### src/rtl/cpu_phase_gen_pkg.sv
// Shared definitions for the CPU-phase clock-enable generator: FSM state
// encoding, default divider and the phase-position decode used by the
// generator and by downstream bus clients that align to the same phases.
`timescale 1ns/1ps
package cpu_phase_gen_pkg;

  // Sequencer modes
  typedef enum logic [1:0] {
    ST_RUN    = 2'd0,
    ST_HALTED = 2'd1,
    ST_STEP   = 2'd2
  } phase_state_e;

  // 25 MHz / 14 ~= 1.786 MHz CPU clock
  localparam int unsigned DIV_DEFAULT   = 32'd14;
  localparam int unsigned CNT_W_DEFAULT = 32'd32;

  // One clk worth of phase outputs
  typedef struct packed {
    logic ph1_rising;
    logic ph1_falling;
    logic ph2_rising;
    logic ph2_falling;
    logic ph2;
  } phase_strb_t;

  // Strobes/level for position pos (0..div-1) of a CPU cycle; phase 2
  // starts at the half point.
  function automatic phase_strb_t phase_decode(input int unsigned pos,
                                               input int unsigned div);
    phase_strb_t s;
    int unsigned h;
    h             = div / 32'd2;
    s.ph1_rising  = (pos == 32'd0);
    s.ph1_falling = (pos == h - 32'd1);
    s.ph2_rising  = (pos == h);
    s.ph2_falling = (pos == div - 32'd1);
    s.ph2         = (pos >= h);
    return s;
  endfunction

endpackage

### src/rtl/cpu_phase_gen_if.sv
// CPU-phase bus: debug control in, phase strobes/flags/counter out.
// master = the phase generator, slave = a bus client / debug host.
`timescale 1ns/1ps
interface cpu_phase_gen_if #(
  parameter int unsigned CNT_W = 32
);
  logic             halt;
  logic             step;
  logic             ph1_rising;
  logic             ph1_falling;
  logic             ph2_rising;
  logic             ph2_falling;
  logic             ph2;
  logic             even_cycle;
  logic             halted;
  logic [CNT_W-1:0] cycle_count;

  modport master (
    input  halt, step,
    output ph1_rising, ph1_falling, ph2_rising, ph2_falling, ph2,
           even_cycle, halted, cycle_count
  );

  modport slave (
    output halt, step,
    input  ph1_rising, ph1_falling, ph2_rising, ph2_falling, ph2,
           even_cycle, halted, cycle_count
  );
endinterface

### src/rtl/cpu_phase_gen.sv
// Divides the pixel clock by DIV into a two-phase 6502 bus cycle with
// single-clk edge strobes, an even/odd cycle flag, a completed-cycle
// counter and a halt/single-step facility that only stops on a cycle
// boundary. cnt_q holds the position that will be emitted on the next
// clk, so every output is a flop and the first ph1_rising appears on the
// first clk after reset is released.
`timescale 1ns/1ps
module cpu_phase_gen
  import cpu_phase_gen_pkg::*;
#(
  parameter int unsigned DIV   = DIV_DEFAULT,
  parameter int unsigned CNT_W = CNT_W_DEFAULT
) (
  input logic             clk,
  input logic             rst,
  cpu_phase_gen_if.master bus
);

  localparam int unsigned     CW       = (DIV > 32'd1) ? $clog2(DIV) : 32'd1;
  localparam logic [CW-1:0]   CNT_LAST = CW'(DIV - 32'd1);

  phase_state_e     state_q, state_d;
  logic [CW-1:0]    cnt_q, cnt_d;
  phase_strb_t      out_q, out_d;
  logic             halted_q, halted_d;
  logic             even_q, even_d;
  logic [CNT_W-1:0] count_q, count_d;
  logic             emit_s;

  // Next-state: pick the mode, then emit and advance the phase position
  always_comb begin
    state_d  = state_q;
    cnt_d    = cnt_q;
    out_d    = '0;
    halted_d = 1'b0;
    even_d   = even_q;
    count_d  = count_q;
    emit_s   = 1'b0;

    case (state_q)
      ST_RUN, ST_STEP: begin
        // out_q.ph2_falling marks the clk on which halt is sampled
        if (out_q.ph2_falling && bus.halt) begin
          state_d  = ST_HALTED;
          cnt_d    = '0;
          halted_d = 1'b1;
        end else if (out_q.ph2_falling) begin
          state_d = ST_RUN;
          emit_s  = 1'b1;
        end else begin
          state_d = state_q;
          emit_s  = 1'b1;
        end
      end
      ST_HALTED: begin
        // Releasing halt wins over a coincident step
        if (!bus.halt) begin
          state_d = ST_RUN;
          emit_s  = 1'b1;
        end else if (bus.step) begin
          state_d = ST_STEP;
          emit_s  = 1'b1;
        end else begin
          halted_d = 1'b1;
        end
      end
      default: begin
        state_d = ST_RUN;
        cnt_d   = '0;
      end
    endcase

    if (emit_s) begin
      out_d = phase_decode(32'(cnt_q), DIV);
      if (cnt_q == CNT_LAST) begin
        cnt_d   = '0;
        even_d  = ~even_q;
        count_d = count_q + CNT_W'(1);
      end else begin
        cnt_d = cnt_q + CW'(1);
      end
    end else begin
      out_d = '0;
    end
  end

  // State, phase position and registered outputs; reset aborts any cycle
  always_ff @(posedge clk) begin
    if (rst) begin
      state_q  <= ST_RUN;
      cnt_q    <= '0;
      out_q    <= '0;
      halted_q <= 1'b0;
      even_q   <= 1'b0;
      count_q  <= '0;
    end else begin
      state_q  <= state_d;
      cnt_q    <= cnt_d;
      out_q    <= out_d;
      halted_q <= halted_d;
      even_q   <= even_d;
      count_q  <= count_d;
    end
  end

  assign bus.ph1_rising  = out_q.ph1_rising;
  assign bus.ph1_falling = out_q.ph1_falling;
  assign bus.ph2_rising  = out_q.ph2_rising;
  assign bus.ph2_falling = out_q.ph2_falling;
  assign bus.ph2         = out_q.ph2;
  assign bus.even_cycle  = even_q;
  assign bus.halted      = halted_q;
  assign bus.cycle_count = count_q;

endmodule

### src/flat_wrapper.sv
// flat-port wrapper written by rule: the top's interface ports become plain ports
module cpu_phase_gen_flat import cpu_phase_gen_pkg::*;
#(
  parameter int unsigned DIV   = DIV_DEFAULT,
  parameter int unsigned CNT_W = CNT_W_DEFAULT
)
  (clk, rst, bus_halt, bus_step, bus_ph1_rising, bus_ph1_falling, bus_ph2_rising, bus_ph2_falling, bus_ph2, bus_even_cycle, bus_halted, bus_cycle_count);
  cpu_phase_gen_if #(.CNT_W(CNT_W)) bus_i ();
  input logic clk;
  input logic rst;
  input wire logic [$bits(bus_i.halt)-1:0] bus_halt;
  input wire logic [$bits(bus_i.step)-1:0] bus_step;
  output wire logic [$bits(bus_i.ph1_rising)-1:0] bus_ph1_rising;
  output wire logic [$bits(bus_i.ph1_falling)-1:0] bus_ph1_falling;
  output wire logic [$bits(bus_i.ph2_rising)-1:0] bus_ph2_rising;
  output wire logic [$bits(bus_i.ph2_falling)-1:0] bus_ph2_falling;
  output wire logic [$bits(bus_i.ph2)-1:0] bus_ph2;
  output wire logic [$bits(bus_i.even_cycle)-1:0] bus_even_cycle;
  output wire logic [$bits(bus_i.halted)-1:0] bus_halted;
  output wire logic [$bits(bus_i.cycle_count)-1:0] bus_cycle_count;
  assign bus_i.halt = bus_halt;
  assign bus_i.step = bus_step;
  assign bus_ph1_rising = bus_i.ph1_rising;
  assign bus_ph1_falling = bus_i.ph1_falling;
  assign bus_ph2_rising = bus_i.ph2_rising;
  assign bus_ph2_falling = bus_i.ph2_falling;
  assign bus_ph2 = bus_i.ph2;
  assign bus_even_cycle = bus_i.even_cycle;
  assign bus_halted = bus_i.halted;
  assign bus_cycle_count = bus_i.cycle_count;
  cpu_phase_gen #(.DIV(DIV), .CNT_W(CNT_W)) u_core (.clk(clk), .rst(rst), .bus(bus_i));
endmodule
### config.mk
export PLATFORM = sky130hd
export DESIGN_NAME = cpu_phase_gen_flat
export DESIGN_NICKNAME = d
export VERILOG_FILES = /design/src/rtl/cpu_phase_gen_pkg.sv /design/src/rtl/cpu_phase_gen_if.sv /design/src/rtl/cpu_phase_gen.sv /design/src/flat_wrapper.sv
export SDC_FILE = /design/constraint.sdc
export NUM_CORES = 1
export LEC_CHECK = 0
export ABC_AREA = 1
export CORE_UTILIZATION = 56
export DETAILED_ROUTE_END_ITERATION = 12
export PLACE_DENSITY_LB_ADDON = 0.08
export SETUP_SLACK_MARGIN = 0.1
export SLEW_MARGIN = 30
export SYNTH_ARGS = -nofsm -noshare
export SYNTH_HDL_FRONTEND = slang
export SYNTH_SLANG_ARGS = --single-unit
### constraint.sdc
create_clock -name clk -period 2.6 [get_ports clk]
set_clock_uncertainty 0.05 [all_clocks]
set_input_delay 0.26 -clock clk [delete_from_list [all_inputs] [get_ports clk]]
set_output_delay 0.26 -clock clk [all_outputs]
set_load 0.05 [all_outputs]
Word level (Yosys, flattened, before mapping)
Cells that the tools add are included.
{"block": "classes", "n_addsub": 2, "order_cmp": 1, "n_eq_ne": 9, "n_mux": 17, "n_bitwise": 2, "reduce_logical": 8}
{"op": "$add 32x1->32 const B", "count": 1}
{"op": "$mux 4", "count": 3}
{"op": "$eq 4x3->1 const B", "count": 2}
{"op": "$mux 2", "count": 4}
{"op": "$pmux 4 s2", "count": 1}
{"op": "$mux 1", "count": 6}
{"op": "$ne 3x1->1 const B", "count": 2}
{"op": "$reduce_and 2->1", "count": 3}
{"op": "$add 4x1->4 const B", "count": 1}
{"op": "$eq 4x4->1 const B", "count": 1}
{"op": "$ge 4x3->1 const B", "count": 1}
{"op": "$logic_not 4->1", "count": 1}
{"op": "$pmux 1 s2", "count": 2}
{"op": "$pmux 2 s2", "count": 1}
{"op": "$reduce_or 2->1", "count": 2}
{"op": "$ne 3x3->1 const B", "count": 1}
{"op": "$eq 2x1->1 const B", "count": 1}
{"op": "$eq 2x2->1 const B", "count": 1}
{"op": "$logic_not 2->1", "count": 1}
{"op": "$ne 2x1->1 const B", "count": 1}
{"op": "$not 1->1", "count": 2}
{"op": "$logic_and 1x1->1", "count": 1}
{"block": "totals", "ff_bits": 45, "output_inout_bits": 39, "wordCells": 49}

Longest topological paths before layout
Gate-level depths: netlist of run 1.
{"block": "depth", "word_depth": 5, "ltp_mapped": 11, "depth_no_buf": 11}

Worst setup path after synthesis of run 1
No wires, ideal clock.
{"block": "synth_timing", "kind": "register to register", "startpoint": "register u_core.count_q[0] (netlist: u_core.bus.cycle_count[0])", "endpoint": "register u_core.count_q[24] (netlist: u_core.bus.cycle_count[24])", "setup_ns": 0.113, "arrival_ns": 1.651, "required_ns": 2.437, "setup_slack_ns": 0.786, "path_stages_with_launch": 9, "n_path_buf": 0, "cell_sequence": "dfxtp_1 -> ha_1 -> nand3_1 -> inv_1 -> nand3_1 -> nor2_4 -> nand3_2 -> nor2_1 -> nor2_1"}
{"block": "synth_between", "elab_chain_cells": 1}
{"element": "from (decl)", "line": "cpu_phase_gen.sv:27", "rtl": "logic [CNT_W-1:0] count_q, count_d;"}
{"element": "from (signal assigned)", "line": "cpu_phase_gen.sv:102", "rtl": "count_q <= count_d;"}
{"element": "$add 32x1->32", "line": "cpu_phase_gen.sv:78", "rtl": "count_d = count_q + CNT_W'(1);"}
Every way passes these cells.
A chain may end at the register's enable or synchronous reset.

Final worst setup path of run 1
{"block": "layout_timing", "startpoint": "register u_core.count_q[20] (netlist: u_core.bus.cycle_count[20])", "endpoint": "output port bus_cycle_count[20]"}
{"element": "to (decl)", "line": "flat_wrapper.sv:20", "rtl": "output wire logic [$bits(bus_i.cycle_count)-1:0] bus_cycle_count;"}
No word-level cell between the ends.

==> metrics.txt, run 1 <==
Layout Nets=415; die area=0.00449 mm2; Post-Route WL=5630 um; # diodes=0; vias in the first global route=2192; slew margin rel.=66.4%; worst hold start=u_core.bus.even_cycle; combinational group share of total power=3.9%; share of power burned in registers=58.8%; total global routing overflow=0; CP Buf/Inv Count=1; crit-path max FO=7; Final setup viols=0; DRT iter0 DRCs=119; CP endpoint kind=output port; die height=67.0 um; EDFF count, synth=0; Via density=5.24; Hold Buf Count CTS=0; Synth area leader=dfxtp_1; number of fill cells in the layout=350; synth cell count leaders=89 x nand2_1, 75 x nor2_1, 46 x inv_1; Die Wd=67.0 um; CTS tree=done; dominant synthesized flop cell=dfxtp_1; Hold Path End=u_core.bus.even_cycle; crit path time final=1.95 ns; status=completed; Worst VDD drop=0.000295 V; initial antenna violation count=0; Reg2Reg Depth=9; Mapped Nets=370; pwr dens=406 mW/mm2; clk root buf=clkbuf_8; crit path launch=u_core.bus.cycle_count[20]; Port Buffer Count=42; Max Cap Viol=0; final hold viol count=0; switching power=0.000287 W; multi-input logic area=0.00124 mm2; WHS=0.421 ns; CTS resizes=0; P_int=0.000899 W; Synth cell types=32; DR vias=2415; largest net degree at the start of global routing=19; Setup TNS=0 ns; DP HPWL=4200 um; Arr. time, crit path=1.64 ns; crit share post-route=74.9%; CTS Buf Count=5; Avg Cell Area, Syn=6.49 um2; Core Box Area=0.00403 mm2; Area contributors post-synth=dfxtp_1 38%, nand2_1 14%, nor2_1 12%, inv_1 7.3%, nand3_1 5.9%; Pleak=1.16 nW; Routed wire per std cell=12.2 um; area grow syn2layout=23.3%; RSZ-0062 raised after global routing=false; Clock Tree Buf Depth=2; Critical R2R Launch=u_core.bus.cycle_count[0]; Clock Power Share=37.3%; Reg area=901 um2; drt drc=0; clk_lat worst skew=0.31 ns; max-slew violation count=0; most common cell in the synthesized netlist=nand2_1; sw frac=24.2%; R2R setup slack=1.00 ns; initial core utilization=58.8%; startpoint types=flop; synth warn=0; total chip power=0.00119 W; CTS Sinks=45; delay-heaviest family, CP=buffers and inverters; share of cells above drive strength 1=6.81%; fmax=513 MHz; Core Rows=23; I/O Pins=43; Mapped Area=0.00237 mm2; worst r2r dst=u_core.bus.cycle_count[24]; worst hold path class=reg2reg; first-pass GRT wire length=9220 um; Synth top area share=38.1%; Synth Register Bits=45; drt pass-1 iters=4; WP data required=2.29 ns; Clk pin slew, worst setup/hold paths=0.09 ns; Crit Path Class=reg2out; CP max stage delay=0.86 ns; routability cong.=0.899; ys async rst share=0%; Total GRT Usage=27.3%; post-synthesis sequential area ratio=38.1%; slew of the pin with the lowest slew margin=0.502 ns; post-route ant nets=0; H-tree depth=2; hold path depth=1; critical-path cell list=clkdlybuf4s50_1; setup bufs post-CTS=0; Syn Inst Count=365; CP max stage cell=clkdlybuf4s50_1
## stage by stage
stage	cells	area (um2)	setup slack, ns	utilization (%)
floorplan	365	2370	0.786	-
global placement	453	2830	0.764	70.2
detailed placement	453	2830	0.707	70.2
CTS	461	2920	0.649	72.5
global route	461	2920	0.591	72.5
finish	461	2920	0.653	72.5
## state kept, by name, indices dropped and copies added (netlist names)
register and flops:
u_core.bus.ph2_falling 1, u_core.bus.ph2_rising 1, u_core.bus.halted 1, u_core.bus.ph2 1
u_core.bus.even_cycle 1, u_core.bus.ph1_rising 1, u_core.cnt_q 4, u_core.state_q 2
u_core.bus.cycle_count 32, u_core.bus.ph1_falling 1
## per-layer routing
layer / routed length [um] / up-vias / track usage [%]
li1: - / 1236 / -
met1: 2480 / 1097 / 32.0
met4: 78 / 0 / 10.4
met2: 2760 / 73 / 47.6
met3: 311 / 9 / 6.16
met5: 0 / - / 0
## layout make-up
type / count / share of cell area, %
well taps: 50 / 2.14
clock inverters: 3 / 0.772
multi-input cells: 264 / 42.4
clock buffers: 5 / 2.36
flip-flops and latches: 45 / 30.9
repair buffers: 44 / 14.9
inverters: 50 / 6.56
## cells by family after synthesis
family | synth area share, %
and+or+nand+nor | 42.9
buffers and inverters | 9.67
DFF | 38.1
AOI/OAI and AO/OA | 7.03
xor gates and xnor gates | 1.85
adders and majority gates | 0.528
## cells in the final DEF, fill, tap and decap left out, drive strengths merged
master,Yosys,routed
inv,49,49
a211oi,1,1
a21oi,17,17
nor3b,1,1
nand3,29,29
nand3b,2,2
o21a,1,1
clkdlybuf4s50,0,42
and3,2,2
nand4,7,7
nor2,83,83
clkinv,1,1
clkinvlp,0,3
buf,3,2
dfxtp,45,45
o21ai,12,12
a31oi,1,1
xnor2,3,3
clkbuf,3,5
nor4,1,1
xor2,2,2
nand2,91,91
nor3,10,10
ha,1,1
## worst max path at each step
| stage | slack, ns | depth (start not counted) | endpoint |
|---|---|---|---|
| 2_1_floorplan | 0.79 | 8 | u_core.bus.cycle_count[24] |
| 3_3_place_gp | 0.76 | 12 | u_core.bus.cycle_count[23] |
| 3_5_place_dp | 0.71 | 12 | u_core.bus.cycle_count[19] |
| 4_1_cts | 0.65 | 1 | bus_cycle_count[20] |
| 5_1_grt | 0.59 | 1 | bus_cycle_count[20] |
| 6_report | 0.65 | 1 | bus_cycle_count[20] |
## power by group through the flow
stage / registers [W] / logic [W] / clock network, W
detailed placement: 0.000713 / 0.0000463 / 0
floorplan: 0.000719 / 0.0000244 / 0
global route: 0.000698 / 0.0000516 / 0.000475
CTS: 0.000697 / 0.0000467 / 0.000451
global placement: 0.000713 / 0.0000457 / 0
finish: 0.000697 / 0.0000468 / 0.000442
(Power assumes the default switching activity.)
==> run 2, diff against run 1 <==
--- a/config.mk
+++ b/config.mk
@@ -6,7 +6,7 @@
 export NUM_CORES = 1
 export LEC_CHECK = 0
 export ABC_AREA = 1
-export CORE_UTILIZATION = 56
+export CORE_UTILIZATION = 47
 export DETAILED_ROUTE_END_ITERATION = 12
 export PLACE_DENSITY_LB_ADDON = 0.08
 export SETUP_SLACK_MARGIN = 0.1
==> constraint.sdc (replaced) <==
create_clock -name clk -period 1.55 [get_ports clk]
set_clock_uncertainty 0.05 [all_clocks]
set_input_delay 0.155 -clock clk [delete_from_list [all_inputs] [get_ports clk]]
set_output_delay 0.155 -clock clk [all_outputs]
set_load 0.05 [all_outputs]
==> run 2 against run 1 <==
Cell count increased by 7.4%. Count of clock-buffer cells in the layout increased by 1. Flip-flop and latch count unchanged. Sequential power increased by 65%. Die area increased by 19%. Utilization decreased by 4.1 points. Sequential share of layout area decreased by 1.4 points. Critical path type is now reg2reg. Highest routed layer unchanged.
==> metrics.txt, run 2 (synthesis results as in run 1) <==
first-pass GRT wire length=9740 um (+5.7%); post-route ant nets=0 (unchanged); final hold viol count=0 (unchanged); total global routing overflow=0 (unchanged); crit path time final=1.48 ns; Worst VDD drop=0.000541 V (+83%); area grow syn2layout=38.2%; DRT iter0 DRCs=153 (+29%); most common cell after layout, fill and taps aside=nand2_1; Pleak=1.38 nW (+18%); initial antenna violation count=0 (unchanged); Hold Buf Count CTS=0 (unchanged); crit-path max FO=5 (-2); I/O Pins=43 (unchanged); DP HPWL=4550 um (+8.3%); Die Wd=73.0 um (+8.9%); status=completed; fin cells=495 (+7.4%); max-slew violation count=0 (unchanged); Crit Path Class=reg2reg; H-tree depth=2 (unchanged); most frequent cells in the layout=83 x nand2_1, 62 x nor2_1, 55 x buf_4; Port Buffer Count=42 (unchanged); Routed wire per std cell=12.5 um (+1.9%); Max Cap Viol=0 (unchanged); WP data required=1.75 ns (-0.54 ns); Placed Cells=482 (+6.4%); crit path launch=u_core.bus.cycle_count[1]; Post-Route WL=6160 um (+9.4%); worst hold path class=reg2reg; crit share post-route=95.5%; vias in the first global route=2195 (+0.14%); slew of the pin with the lowest slew margin=0.388 ns (-0.114 ns); Total GRT Usage=23.7% (-3.6 points); CTS tree=done; drt pass-1 iters=4 (unchanged); largest net degree at the start of global routing=19 (unchanged); die area=0.00532 mm2 (+19%); worst setup margin=0.0703 ns (-0.582 ns); Core Box Area=0.00479 mm2 (+19%); slew margin rel.=73.9% (+7.5 points); Core Rows=25 (+8.7%); die height=73.0 um (+8.9%); worst r2r dst=u_core.bus.cycle_count[30]; Post-Place Setup Slack=-0.162 ns (-0.869 ns); fmax=676 MHz; share of cells above drive strength 1=35.0% (+28 points); # diodes=0 (unchanged); R2R setup slack=0.07 ns (-0.93 ns); Via density=5.04 (-3.7%); Setup TNS=0 ns (unchanged); CTS Buf Count=5 (unchanged); clk root buf=clkbuf_8; drt drc=0 (unchanged); crit path to=u_core.bus.cycle_count[30]; number of fill cells in the layout=438 (+25%); DR vias=2496 (+3.4%); initial core utilization=49.5% (-9.3 points); Reg2Reg Depth=9 (unchanged); routability cong.=0.903 (+0.49%); Clk pin slew, worst setup/hold paths=0.09 ns (about the same); max reg flops=32 (unchanged); Layout Nets=432 (+4.1%); RSZ-0062 raised after global routing=true; Clock Tree Buf Depth=2 (unchanged); pwr dens=690 mW/mm2 (+70%); CP endpoint kind=flop; startpoint types=flop; clk_lat worst skew=0.30 ns (about the same); CTS Sinks=45 (unchanged); Util after Layout=68.3% (-4.1 points); Critical R2R Launch=u_core.bus.cycle_count[1]; Final setup viols=0 (unchanged); Arr. time, crit path=1.68 ns (+0.04 ns)
run 2: changes by cell type in the layout (fill, tap and decap cells not counted), sizes merged:
cell           previous run  this run
clkinvlp                  3         0
inv                      49        50
nand2                    91        92
bufinv                    0         1
clkdlybuf4s50            42         3
clkbuf                    5         6
buf                       2        57
run 2: worst min-delay path by stage:
stage / cells after the start / slack (ns) / start / end
floorplan: 2 / 0.27 / bus_halt / u_core.state_q[1]
global placement: 1 / 0.40 / u_core.bus.even_cycle / u_core.bus.even_cycle
detailed placement: 1 / 0.39 / u_core.bus.even_cycle / u_core.bus.even_cycle
CTS: 1 / 0.41 / u_core.bus.even_cycle / u_core.bus.even_cycle
global route: 1 / 0.44 / u_core.bus.even_cycle / u_core.bus.even_cycle
finish: 1 / 0.41 / u_core.bus.even_cycle / u_core.bus.even_cycle
run 2: critical path, stage by stage (launching register included):
cell,delay (ns)
dfxtp_4,0.39
ha_4,0.15
nand3_4,0.11
nor2_4,0.14
nand3_2,0.10
nor2_4,0.20
nand3_1,0.10
nand2_1,0.07
nand2_1,0.05
nor2_1,0.08
run 2: timing repair:
item,CTS,global route
buffers inserted,1,3
cloned,0,1
pin swaps,3,20
resized for setup,4,48
setup endpoints to repair,10,31
run 2: through the flow:
stage / hold WS, ns / power [W] / area (um2)
after global routing: 0.443 / 0.00233 / 3270
after global placement: 0.404 / 0.00127 / 2920
final: 0.408 / 0.00226 / 3270
after floorplan: 0.269 / 0.00124 / 2450
after CTS: 0.406 / 0.00227 / 3080
after detailed placement: 0.393 / 0.00127 / 2920
run 2: per-layer routing:
layer  GRT usage, %  share of wire [%]  vias up
li1               -                  -     1273
met1           30.8                 45     1144
met2           39.5                 48       67
met3           4.83                5.7       12
met4           7.63                1.8        0
met5              0                  0        -
run 2: power by group:
group,internal (W),switching (W),total [W]
Sequential,0.00115,0.00000601,0.00115
Combinational,0.0000324,0.0000546,0.0000869
Clock,0.000584,0.000433,0.00102
Total,0.00176,0.000494,0.00226
run 2: layout make-up:
cell class	count	area (um2)	area share [%]
Multi-Input combinational cell	265	1420	43.5
Inverter	50	205	6.27
Clock inverter	2	38.8	1.19
Timing Repair Buffer	60	465	14.2
Tap cell	67	83.8	2.56
Sequential cell	45	962	29.4
Clock buffer	6	93.8	2.87
